File: src/rtl/tt_sweep_pkg.sv
// Shared FSM encoding and sizing constants for truth_table_sweeper.
package tt_sweep_pkg;

    typedef enum logic [1:0] {
        IDLE   = 2'd0,
        DRIVE  = 2'd1,
        SAMPLE = 2'd2,
        DONE   = 2'd3
    } state_t;

    localparam int SETTLE_W = 8;
    localparam int N_MAX    = 16;
    localparam int M_MAX    = 32;

endpackage

File: src/rtl/tt_vector_counter.sv
// N-bit sweep vector register with clear, saturating increment and last-vector flag.
module tt_vector_counter #(
    parameter int N = 2
) (
    input  logic         clk,
    input  logic         reset,
    input  logic         clr,
    input  logic         inc,
    output logic [N-1:0] vec,
    output logic         last
);

    assign last = &vec;

    // Holds at all-ones rather than wrapping back to zero.
    always_ff @(posedge clk) begin
        if (reset) begin
            vec <= '0;
        end else if (clr) begin
            vec <= '0;
        end else if (inc && !last) begin
            vec <= vec + N'(1);
        end
    end

endmodule

File: src/rtl/truth_table_sweeper.sv
// Exhaustive equivalence checker sweeping all 2^N input vectors across two functions.
// Optional: define TRUTH_TABLE_SWEEPER_STOP_ON_FIRST_EN to end the sweep at the first mismatch.
module truth_table_sweeper
    import tt_sweep_pkg::*;
#(
    parameter int N      = 2,
    parameter int M      = 1,
    parameter int SETTLE = 1
) (
    input  logic         clk,
    input  logic         reset,
    input  logic         start,
    output logic [N-1:0] vec_out,
    input  logic [M-1:0] fa_in,
    input  logic [M-1:0] fb_in,
    output logic         busy,
    output logic         done,
    output logic         equal,
    output logic [N:0]   mismatch_count,
    output logic [N-1:0] first_mismatch_vec,
    output logic         first_valid
);

    state_t              state, state_nxt;
    logic [SETTLE_W-1:0] settle_cnt;
    logic                vec_clr, vec_inc, vec_last;
    logic                load_settle;
    logic                hit;
    logic [N:0]          count_nxt;

    tt_vector_counter #(.N(N)) u_vec (
        .clk   (clk),
        .reset (reset),
        .clr   (vec_clr),
        .inc   (vec_inc),
        .vec   (vec_out),
        .last  (vec_last)
    );

    assign hit       = (state == SAMPLE) && (fa_in != fb_in);
    assign count_nxt = mismatch_count + {{N{1'b0}}, hit};
    assign busy      = (state == DRIVE) || (state == SAMPLE);
    assign done      = (state == DONE);

    always_ff @(posedge clk) begin
        if (reset) begin
            state <= IDLE;
        end else begin
            state <= state_nxt;
        end
    end

    always_comb begin
        state_nxt   = state;
        vec_clr     = 1'b0;
        vec_inc     = 1'b0;
        load_settle = 1'b0;
        case (state)
            IDLE, DONE: begin
                if (start) begin
                    vec_clr     = 1'b1;
                    load_settle = 1'b1;
                    state_nxt   = (SETTLE == 0) ? SAMPLE : DRIVE;
                end
            end
            DRIVE: begin
                if (settle_cnt <= SETTLE_W'(1)) begin
                    state_nxt = SAMPLE;
                end
            end
            SAMPLE: begin
`ifdef TRUTH_TABLE_SWEEPER_STOP_ON_FIRST_EN
                if (hit || vec_last) begin
`else
                if (vec_last) begin
`endif
                    state_nxt = DONE;
                end else begin
                    vec_inc     = 1'b1;
                    load_settle = 1'b1;
                    state_nxt   = (SETTLE == 0) ? SAMPLE : DRIVE;
                end
            end
            default: state_nxt = IDLE;
        endcase
    end

    // Result registers; equal is resolved on the final SAMPLE so it includes that vector.
    always_ff @(posedge clk) begin
        if (reset) begin
            settle_cnt         <= '0;
            mismatch_count     <= '0;
            first_mismatch_vec <= '0;
            first_valid        <= 1'b0;
            equal              <= 1'b0;
        end else begin
            if (load_settle) begin
                settle_cnt <= SETTLE_W'(SETTLE);
            end else if (state == DRIVE) begin
                settle_cnt <= settle_cnt - SETTLE_W'(1);
            end

            if (vec_clr) begin
                mismatch_count     <= '0;
                first_mismatch_vec <= '0;
                first_valid        <= 1'b0;
                equal              <= 1'b0;
            end else if (hit) begin
                mismatch_count <= count_nxt;
                if (!first_valid) begin
                    first_mismatch_vec <= vec_out;
                    first_valid        <= 1'b1;
                end
            end

            if (state == SAMPLE && state_nxt == DONE) begin
                equal <= (count_nxt == '0);
            end
        end
    end

endmodule

File: config.mk
export PLATFORM = sky130hd
export DESIGN_NAME = truth_table_sweeper
export DESIGN_NICKNAME = d
export VERILOG_FILES = /design/src/rtl/tt_sweep_pkg.sv /design/src/rtl/tt_vector_counter.sv /design/src/rtl/truth_table_sweeper.sv
export SDC_FILE = /design/constraint.sdc
export NUM_CORES = 1
export LEC_CHECK = 0
export ABC_CLOCK_PERIOD_IN_PS = 2220
export CAP_MARGIN = 0
export CORE_UTILIZATION = 51
export CTS_CLUSTER_SIZE = 16
export DETAILED_ROUTE_END_ITERATION = 12
export MAX_ROUTING_LAYER = met4
export PLACE_DENSITY = 0.78
export SYNTH_ARGS = -nofsm -noshare
export SYNTH_HDL_FRONTEND = slang
export SYNTH_SLANG_ARGS = --single-unit
File: constraint.sdc
create_clock -name clk -period 2.22 [get_ports clk]
set_input_delay 0.333 -clock clk [delete_from_list [all_inputs] [get_ports clk]]
set_output_delay 0.333 -clock clk [all_outputs]
set_load 0.02 [all_outputs]
---- After elaboration in Yosys (flattened, before gate mapping) ----
Cells that the tools add are included.
operators by class
  reductions and logical operators ........ 14
  bitwise gates (word level) .............. 1
  magnitude comparators ................... 1
  add/sub/neg operators ................... 3
  multiplexer cells ....................... 13
  equal/unequal tests ..................... 5
operators by type and width
  kind                   number
  $le A8 B1 Y1 const B   1
  $mux W1                8
  $sub A8 B1 Y8 const B  1
  $eq A2 B2 Y1 const B   3
  $mux W2                3
  $pmux W2 S3            1
  $reduce_or A2 Y1       3
  $reduce_and A2 Y1      2
  $reduce_bool A2 Y1     2
  $add A3 B1 Y3          1
  $logic_and A1 B1 Y1    3
  $logic_not A3 Y1       1
  $add A2 B1 Y2 const B  1
  $eq A2 B1 Y1 const B   1
  $logic_not A2 Y1       1
  $pmux W1 S2            1
  $logic_not A1 Y1       1
  $logic_or A1 B1 Y1     1
  $ne A1 B1 Y1           1
  $not A1 Y1             1
storage, ports and cells
  register bits after elaboration ......... 19

---- Logic depth before layout (Yosys ltp) ----
Gate-level depths: netlist (run 1).
  word-level depth ........................ 6
  gate-level depth with buffers ........... 10
  gate-level depth less buffers ........... 9

---- Modules after synthesis ----
A second synthesis (run 1) with hierarchy kept.
second synthesis, totals
  cells, all modules ...................... 109
  area, all modules ....................... 1016.0 um2
by module, submodules not included
  module               cells each  times used  area an instance (um2)  sequential area each (um2)
  truth_table_sweeper  101         1           910.9                   340.3
  tt_vector_counter    8           1           105.1                   40.0

---- Worst setup path after synthesis (run 1) ----
OpenSTA, ideal clock, no wires.
  path type ............................... register -> register
  from .................................... register state[0]
  to ...................................... register equal
  data arrival time ....................... 1923 ps
  required time ........................... 2148 ps
  library setup time ...................... 72 ps
  stages on the path, launching flop included .. 10
  setup slack ............................. 225 ps
  path through ............................ dfxtp_1 inv_1 ha_1 buf_4 nand2_1 inv_1 ha_1 ha_1 or4_1 mux2i_1
on the way
  elaborated cells on any way between the ends .. 16
  those cells by class .................... add/sub: 1; eq/ne: 4; mux: 5; reduce/logical: 6
RTL lines
  element                 line                        RTL
  from (decl)             truth_table_sweeper.sv:24   state_t state, state_nxt;
  from (signal assigned)  truth_table_sweeper.sv:49   state <= state_nxt;
  $eq A2 B2 Y1            truth_table_sweeper.sv:40   assign hit = (state == SAMPLE) && (fa_in != fb_in);
  $logic_and A1 B1 Y1     truth_table_sweeper.sv:40
  named net hit           truth_table_sweeper.sv:28   logic hit;
  $add A3 B1 Y3           truth_table_sweeper.sv:41   assign count_nxt = mismatch_count + {{N{1'b0}}, hit};
  named net count_nxt[1]  truth_table_sweeper.sv:29   logic [N:0] count_nxt;
  $logic_not A3 Y1        truth_table_sweeper.sv:117  equal <= (count_nxt == '0);
  $mux W1                 truth_table_sweeper.sv:116  if (state == SAMPLE && state_nxt == DONE) begin
  to (signal assigned)    truth_table_sweeper.sv:117
  to (decl)               truth_table_sweeper.sv:18   output logic equal,
The timed path passes the listed nets, and every way through them passes these cells.
A chain may end at the register's enable or synchronous reset.

---- Final worst setup path (run 1) ----
  from .................................... register state[0]
  to ...................................... output port busy
on the way
  word-level cells in the longest chain between the ends .. 2
  elaborated cells on any way between the ends .. 3
  those cells by class .................... eq/ne: 2; reduce/logical: 1
ends and longest elaborated chain
  element                                              line                       RTL
  $eq A2 B1 Y1 / $eq A2 B2 Y1 (equally long branches)  truth_table_sweeper.sv:42  assign busy = (state == DRIVE) || (state == SAMPLE);
  $logic_or A1 B1 Y1 *                                 truth_table_sweeper.sv:42
  to (decl)                                            truth_table_sweeper.sv:16  output logic busy,
Mark *: on every way between the ends. The rest lies on a longest branch, timed or not.

==> flow_summary.json, run 1 <==
{
  "wl_per_cell_um": 11.82,
  "gr-total-overflow": 0,
  "syn-num-nets": 123,
  "rsz0062_at_grt": "no",
  "finalHoldViolations": 0,
  "status": "complete, no violations",
  "ir_worst_vdd_mv": 0.6529,
  "numCtsBuffers": 3,
  "syn_area_um2": 991.0,
  "yosysMostFrequentCell": "dfxtp_1",
  "dr.pass1.iters": 4,
  "num_vias": 826,
  "cp-start-kind": "flip-flop",
  "final_util_pct": 67.30,
  "ys_dominant_reg_cell": "dfxtp_1",
  "cts_root_buf": "clkbuf_4",
  "cts_sinks": 19,
  "maxCapViolCount": 0,
  "worstMarginPinSlew_ps": 407.6,
  "postRouteAntennaNets": 0,
  "rows": 15,
  "htreeDepth": 1,
  "synth_commonest_cells": "dfxtp_1, nor2_1, nand2_1",
  "cts-resized-gates": 1,
  "min_path_type": "flip-flop to flip-flop",
  "gp_congestion": 0.8199,
  "vias_per_cell": 5.364,
  "core_mm2": 0.001783,
  "setup_viol": 0,
  "grt_pass1_wl_mm": 3.029,
  "cp-end-kind": "primary output",
  "die_w_um": 46.08,
  "required_ps": 1890,
  "ys_seq_elements": 19,
  "postSynth.asyncResetShare_pct": 0,
  "top_level_ports": 16,
  "holdBufCountCts": 0,
  "start_util_pct": 55.58,
  "crit_arrival_ps": 1800,
  "yosysSeqAreaShare_pct": 38.38,
  "grt_usage_pct": 21.12,
  "drc": 0,
  "portBuffers": 15,
  "crit_type": "flip-flop to primary output",
  "r2r_cells": 8,
  "cts_tree": "done",
  "p_leak_uw": 0.0005155,
  "wl_mm": 1.820,
  "cts_setup_buffers": 0,
  "dieArea_mm2": 0.002123,
  "netlist_instances": 110,
  "yosysUniqueCellTypes": 29,
  "hold_path_depth": 2,
  "hpwl_mm": 1.417,
  "drive_gt1_share_pct": 10.08,
  "grt_pass1_vias": 704,
  "fin_crit_sh_pct": 96.18,
  "yosys_warnings": 0,
  "syn_to_final_growth_pct": 21.09,
  "grt_max_degree": 11,
  "slew_violations": 0,
  "fin_crit_ps": 2135,
  "power.total_uw": 1301,
  "clockBufferDepth": 2,
  "critical_path.max_fanout": 9,
  "antenna_found_initial": 0,
  "yosysTopAreaCell": "dfxtp_1",
  "p_per_area_mw_per_mm2": 1084,
  "clock_latency_ps": 300,
  "diodes": 0,
  "synth_top_area_share_pct": 38.38,
  "fmax_mhz": 468.4,
  "first_iter_violations": 15,
  "synth_edf_count": 0,
  "nets": 143,
  "clk_pin_slew_ps": 110,
  "avgSynthCellArea_um2": 9.009,
  "fin_skew_ps": 7.442,
  "synth_area_leaders": "dfxtp_1, ha_1, nor2_1",
  "slew_headroom_pct": 72.76,
  "die_h_um": 46.08
}
[power breakdown]
group | total [uW] | internal, uW | leakage, uW | switching (uW)
Clock | 172 | 69.9 | 0.0000150 | 102
Sequential | 521 | 421 | 0.000154 | 99.5
Combinational | 608 | 297 | 0.000346 | 311
Total | 1300 | 788 | 0.000516 | 513
[per-layer routing]
| layer | track usage (%) | vias to the layer above | part of all wire [%] |
|---|---|---|---|
| met4 | 8.824 | 0 | 1.7 |
| li1 | - | 408 | - |
| met5 | - | - | 0 |
| met2 | 31.55 | 17 | 46 |
| met1 | 28.09 | 396 | 48 |
| met3 | 3.529 | 5 | 4.1 |
[critical path: stages, from the launching register on]
cell and delay, ps:
dfxtp_1 420, inv_1 80, ha_2 350, inv_1 70
clkdlybuf4s50_1 590
[per-stage QoR]
step                setup TNS [ps]  std cells  hold slack [ps]  area (um2)  worst slack, ps
floorplan                        0        110            478.8       991.0            224.9
global placement                 0        150            446.4        1171            43.16
detailed placement          -29.08        150            465.0        1171           -29.08
CTS                              0        154            480.6        1200            79.14
global route                     0        154            497.2        1200            5.576
finish                           0        154            471.0        1200            84.85
[cell type report]
class,count,area (um2)
fillers,146,583.1
well taps,25,31.28
inverters,7,26.28
multi-input cells,81,563.0
clock buffers,4,26.28
repair buffers,18,172.7
flip-flops and latches,19,380.4
[layout by cell type (no fill, tap or decap), types with 2 or more instances in the layout]
cell type         n
nand2_1          13
xnor2_1           4
clkbuf_4          3
clkdlybuf4s50_1  15
o21a_1            2
buf_4             3
inv_1             7
a21oi_1           7
a211oi_1          2
nand3_1           3
ha_1              7
xor2_1            5
dfxtp_1          19
mux2i_1           4
nand3b_1          2
nor2_1           18
[state kept, by name (all words and copies together), names as in the netlist]
name and flops:
equal 1, first_mismatch_vec 2, first_valid 1, mismatch_count 3, settle_cnt 8, state 2, u_vec.vec 2
[cell families (layout without fill, tap and decap cells)]
family | count (synthesis) | count (layout) | synth area share (%)
AOI/OAI and AO/OA | 16 | 16 | 10.98
xor gates and xnor gates | 9 | 9 | 7.954
adders and majority gates | 8 | 8 | 10.10
buffers and inverters | 10 | 29 | 5.051
DFF | 19 | 19 | 38.38
muxes | 4 | 4 | 4.041
and+or+nand+nor | 44 | 44 | 23.48
[path summary, 6_finish.rpt]
check	start	to	slack, ps
setup / recovery	state[0]$_SDFF_PP0_	busy	80
hold reg to reg	equal$_SDFFE_PP0P_	equal$_SDFFE_PP0P_	470
setup reg to reg	state[0]$_SDFF_PP0_	equal$_SDFFE_PP0P_	270
hold / removal	equal$_SDFFE_PP0P_	equal$_SDFFE_PP0P_	470
Power figures use the tool's default switching activity.
==> run 2: changes to the inputs <==
ABC_AREA = 1   (was unset)
RECOVER_POWER = 50   (was unset)
==> flow_summary.json, run 2 <==
{
  "status": "complete, no violations",
  "sequentialPowerShare_pct": 37.1,
  "min_path_type": "flip-flop to flip-flop",
  "holdBufCountCts": 0,
  "nFillCells": 153,
  "drive_gt1_share_pct": 10.83,
  "cts_tree": "done",
  "r2r_cells": 11,
  "cts_root_buf": "clkbuf_4",
  "hold_path_depth": 2,
  "drc": 0,
  "top_regs": "settle_cnt: 8 flops, mismatch_count: 3 flops",
  "syn_to_final_growth_pct": 21.19,
  "cts_sinks": 19,
  "syn_area_um2": 992.2,
  "postRouteAntennaNets": 0,
  "slew_headroom_pct": 70.73,
  "combPwrFrac_pct": 50.3,
  "yosys_warnings": 0,
  "post-place-ws_ps": 199.4,
  "antenna_found_initial": 0,
  "met3_usage_pct": 4.706,
  "slew_violations": 0,
  "numCtsBuffers": 3,
  "fin_tns_setup_ps": 0,
  "num_vias": 879,
  "crit_arrival_ps": 1780,
  "rsz0062_at_grt": "no",
  "core_mm2": 0.001783,
  "clk_pin_slew_ps": 110,
  "die_w_um": 46.11,
  "ys_dominant_reg_cell": "dfxtp_1",
  "die_h_um": 46.11,
  "final_cells": 182,
  "start_util_pct": 55.65,
  "fmax_mhz": 472.6,
  "ys_seq_elements": 19,
  "vias_per_cell": 4.830,
  "rows": 15,
  "fin_crit_sh_pct": 95.31,
  "synth_area_leaders": "dfxtp_1, ha_1, nand2_1",
  "htreeDepth": 1,
  "p_sw_uw": 622.4,
  "largest_register": "settle_cnt",
  "grt_pass1_wl_mm": 3.056,
  "postSynth.asyncResetShare_pct": 0,
  "wl_per_cell_um": 10.11,
  "finalHoldViolations": 0,
  "grt.busiest_layer": "met2",
  "grt_pass1_vias": 794,
  "fin_ws_ps": 104.2,
  "clock_latency_ps": 300,
  "portBuffers": 15,
  "gp_congestion": 0.8327,
  "synth_edf_count": 0,
  "wl_mm": 1.840,
  "hold_slack_ps": 494.1,
  "cts-resized-gates": 0,
  "postPlaceCellArea_mm2": 0.001174,
  "first_iter_violations": 13,
  "swShare_pct": 44.66,
  "diodes": 0,
  "fin_crit_ps": 2116,
  "fin_skew_ps": 1.392,
  "p_leak_uw": 0.0005657,
  "maxCapViolCount": 0,
  "grtUsageMet1_pct": 21.90,
  "synth_top_area_share_pct": 38.34,
  "dieArea_mm2": 0.002126,
  "grt_max_degree": 12,
  "largest_reg_flops": 8,
  "yosysTopAreaCell": "dfxtp_1",
  "yosysMostFrequentCell": "nand2_1",
  "avgSynthCellArea_um2": 7.190,
  "yosysSeqAreaShare_pct": 38.34,
  "power_frac_clock_pct": 12.6,
  "ir_worst_vdd_mv": 0.7714,
  "top_level_ports": 16,
  "cts_setup_buffers": 0,
  "dr.pass1.iters": 4,
  "netlist_instances": 138,
  "mostFrequentLayoutCell": "nand2_1",
  "required_ps": 1890,
  "worstMarginPinSlew_ps": 437.4,
  "finalInstanceArea_mm2": 0.001202,
  "nets": 171,
  "final_cell_mix": "nand2_1, nor2_1, inv_1",
  "syn-num-nets": 151,
  "intPower_uw": 771.2,
  "critical_path.max_fanout": 5,
  "grtUsageMet2_pct": 36.90,
  "synth_commonest_cells": "nand2_1, nor2_1, dfxtp_1",
  "grt_usage_pct": 20.82,
  "p_per_area_mw_per_mm2": 1159,
  "yosysUniqueCellTypes": 22,
  "setup_viol": 0,
  "gr-total-overflow": 0,
  "cp-end-kind": "primary output",
  "cp-start-kind": "flip-flop",
  "hpwl_mm": 1.489,
  "dp.cells": 178,
  "crit_type": "flip-flop to primary output",
  "clockBufferDepth": 2
}
[run 2: cell count changes in the layout (fill, tap and decap cells not counted), moves of 6 or more]
cell,previous run,this run
a21oi_1,7,13
inv_1,7,19
inv_2,0,6
o21ai_0,0,9
nand2_1,13,26
[run 2: cell type report]
| type | instances | area (um2) | share of cell area [%] |
|---|---|---|---|
| Multi-Input combinational cell | 94 | 518.0 | 43.08 |
| Sequential cell | 19 | 381.6 | 31.74 |
| Timing Repair Buffer | 15 | 150.1 | 12.49 |
| Inverter | 25 | 93.84 | 7.804 |
| Tap cell | 25 | 31.28 | 2.601 |
| Clock buffer | 3 | 22.52 | 1.873 |
| Clock inverter | 1 | 5.005 | 0.4162 |
[run 2: metal layers]
| metal | share of wire, % | vias up | wire (um) |
|---|---|---|---|
| met4 | 1.4 | 0 | 25 |
| met2 | 53 | 13 | 967 |
| li1 | - | 471 | - |
| met3 | 3.2 | 4 | 59 |
| met1 | 43 | 391 | 787 |
| met5 | 0 | - | 0 |
[run 2: kinds of logic after synthesis]
logic type	count (synthesis)	share of synthesized area (%)
and+or+nand+nor	57	25.73
AOI/OAI and AO/OA	25	12.86
buffers and inverters	25	9.458
DFF	19	38.33
adders and majority gates	8	10.09
xor gates and xnor gates	4	3.532
[run 2: critical path: stages (launching register included)]
cell and delay (ps):
dfxtp_2 390, inv_1 60, ha_1 330, inv_1 100, clkdlybuf4s50_1 610
[run 2: worst paths after layout]
check,startpoint,to,slack [ps]
hold / removal,settle_cnt[1]$_SDFFE_PP0P_,settle_cnt[1]$_SDFFE_PP0P_,490
setup reg to reg,state[0]$_SDFF_PP0_,equal$_SDFFE_PP0P_,370
setup / recovery,state[0]$_SDFF_PP0_,busy,100
hold reg to reg,settle_cnt[1]$_SDFFE_PP0P_,settle_cnt[1]$_SDFFE_PP0P_,490
[run 2: power by group through the flow]
stage | combinational, uW | clock [uW] | sequential (uW)
detailed placement | 712 | 0 | 523
CTS | 716 | 178 | 516
finish | 701 | 176 | 517
global placement | 694 | 0 | 517
global route | 805 | 194 | 532
floorplan | 520 | 0 | 532
[run 2: metrics by stage]
stage	total power [uW]	util, %
6_report	1394	67.44
2_1_floorplan	1051	-
3_3_place_gp	1210	65.82
3_5_place_dp	1235	65.82
5_1_grt	1530	67.44
4_1_cts	1409	67.37
==> run 3: changes to the inputs <==
PLACE_DENSITY = 0.77   (was 0.78)
==> flow_summary.json, run 3 (synthesized netlist as in run 2, its figures left out) <==
{
  "status": "complete, no violations",
  "clockBufferDepth": 2,
  "final_cell_mix": "nand2_1, nor2_1, inv_1",
  "rsz0062_at_grt": "no",
  "dp.cells": 178,
  "largest_register": "settle_cnt",
  "top_regs": "settle_cnt: 8 flops, mismatch_count: 3 flops",
  "cts_setup_buffers": 0,
  "min_path_type": "flip-flop to flip-flop",
  "crit_type": "flip-flop to primary output",
  "wl_per_cell_um": 10.63,
  "syn_to_final_growth_pct": 20.43,
  "gp_congestion": 0.8554,
  "first_iter_violations": 12,
  "start_util_pct": 55.65,
  "power_frac_clock_pct": 12.6,
  "cts_sinks": 19,
  "drive_gt1_share_pct": 9.554,
  "p_leak_uw": 0.0005620,
  "slew_violations": 0,
  "maxCapViolCount": 0,
  "required_ps": 1890,
  "ir_worst_vdd_mv": 0.7386,
  "portBuffers": 15,
  "fin_skew_ps": 2.091,
  "cp-end-kind": "primary output",
  "mostFrequentLayoutCell": "nand2_1",
  "setup_viol": 0,
  "worstMarginPinSlew_ps": 431.5,
  "antenna_found_initial": 0,
  "postRouteAntennaNets": 0,
  "dr.pass1.iters": 5,
  "clock_latency_ps": 300,
  "grt_pass1_wl_mm": 3.174,
  "p_per_area_mw_per_mm2": 1167,
  "nets": 171,
  "hold_path_depth": 2,
  "crit_arrival_ps": 1790,
  "sequentialPowerShare_pct": 36.8,
  "rows": 15,
  "drc": 0,
  "core_mm2": 0.001783,
  "grt_usage_pct": 21.86,
  "hold_slack_ps": 485.7,
  "clk_pin_slew_ps": 110,
  "hpwl_mm": 1.499,
  "wl_mm": 1.935,
  "num_vias": 881,
  "top_level_ports": 16,
  "gr-total-overflow": 0,
  "fin_crit_ps": 2122,
  "vias_per_cell": 4.841,
  "r2r_cells": 11,
  "numCtsBuffers": 3,
  "slew_headroom_pct": 71.13,
  "grt_pass1_vias": 822,
  "cts_tree": "done",
  "grt_max_degree": 12,
  "diodes": 0,
  "r2r_start": "state[0]$_SDFF_PP0_",
  "swShare_pct": 44.99,
  "fin_tns_setup_ps": 0,
  "intPower_uw": 767.0,
  "cp-start-kind": "flip-flop",
  "die_h_um": 46.11,
  "holdBufCountCts": 0,
  "htreeDepth": 1,
  "final_cells": 182,
  "worstHoldStart": "settle_cnt[3]$_SDFFE_PP0P_",
  "dieArea_mm2": 0.002126,
  "critical_path.max_fanout": 5,
  "critPathLaunch": "state[0]$_SDFF_PP0_",
  "p_sw_uw": 627.3,
  "combPwrFrac_pct": 50.6,
  "largest_reg_flops": 8,
  "fin_crit_sh_pct": 95.57,
  "finalHoldViolations": 0,
  "die_w_um": 46.11,
  "fmax_mhz": 471.3,
  "cts_root_buf": "clkbuf_4"
}
run 3: changes by cell type in the layout (fill, tap and decap cells not counted):
cell and change:
nor2_1 +1, inv_1 +1, nor2_4 -1, inv_2 -1, dlygate4sd3_1 -1, clkdlybuf4s50_1 +1
run 3: layout make-up:
cell class	instances	area, um2
fill	151	588.1
timing repair buffer	15	150.1
tap	25	31.28
inverter	25	93.84
clock inverter	1	5.005
clock buffer	3	22.52
sequential	19	381.6
multi-input combinational	94	510.5
run 3: power groups by stage:
stage	clock (uW)	combinational, uW	sequential [uW]
4_1_cts	181	726	516
6_report	175	706	513
5_1_grt	199	802	527
3_3_place_gp	0	698	517
3_5_place_dp	0	717	524
2_1_floorplan	0	520	532
run 3: routing by layer:
metal | part of all wire [%] | global-route usage, % | wire (um) | vias to the layer above
met3 | 4.1 | 5.882 | 80 | 8
met4 | 3.3 | 10.59 | 63 | 0
li1 | - | - | - | 466
met1 | 41 | 20.77 | 796 | 390
met5 | 0 | - | 0 | -
met2 | 51 | 40.00 | 994 | 17
run 3: per-stage QoR:
step	worst slack [ps]	instance area [um2]	util, %	power, uW
6_report	98.40	1195	67.02	1394
2_1_floorplan	533.4	992.2	-	1051
4_1_cts	37.73	1201	67.37	1423
5_1_grt	17.47	1195	67.02	1528
3_3_place_gp	256.3	1174	65.82	1215
3_5_place_dp	190.9	1174	65.82	1241
run 3: path summary, 6_finish.rpt:
check / to / slack [ps]
min reg2reg: settle_cnt[3]$_SDFFE_PP0P_ / 490
max reg2reg: equal$_SDFFE_PP0P_ / 330
min: settle_cnt[3]$_SDFFE_PP0P_ / 490
max: busy / 100
run 3: worst max-delay path, cell delays in order, from the launching register on:
cell and delay (ps):
dfxtp_2 380, inv_1 50, ha_1 330, inv_1 110, clkdlybuf4s50_1 610
run 3: timing repair:
action	in CTS	in global routing
hold endpoints to repair	0	0
endpoints found under the setup margin	0	1
gates resized for setup	0	1
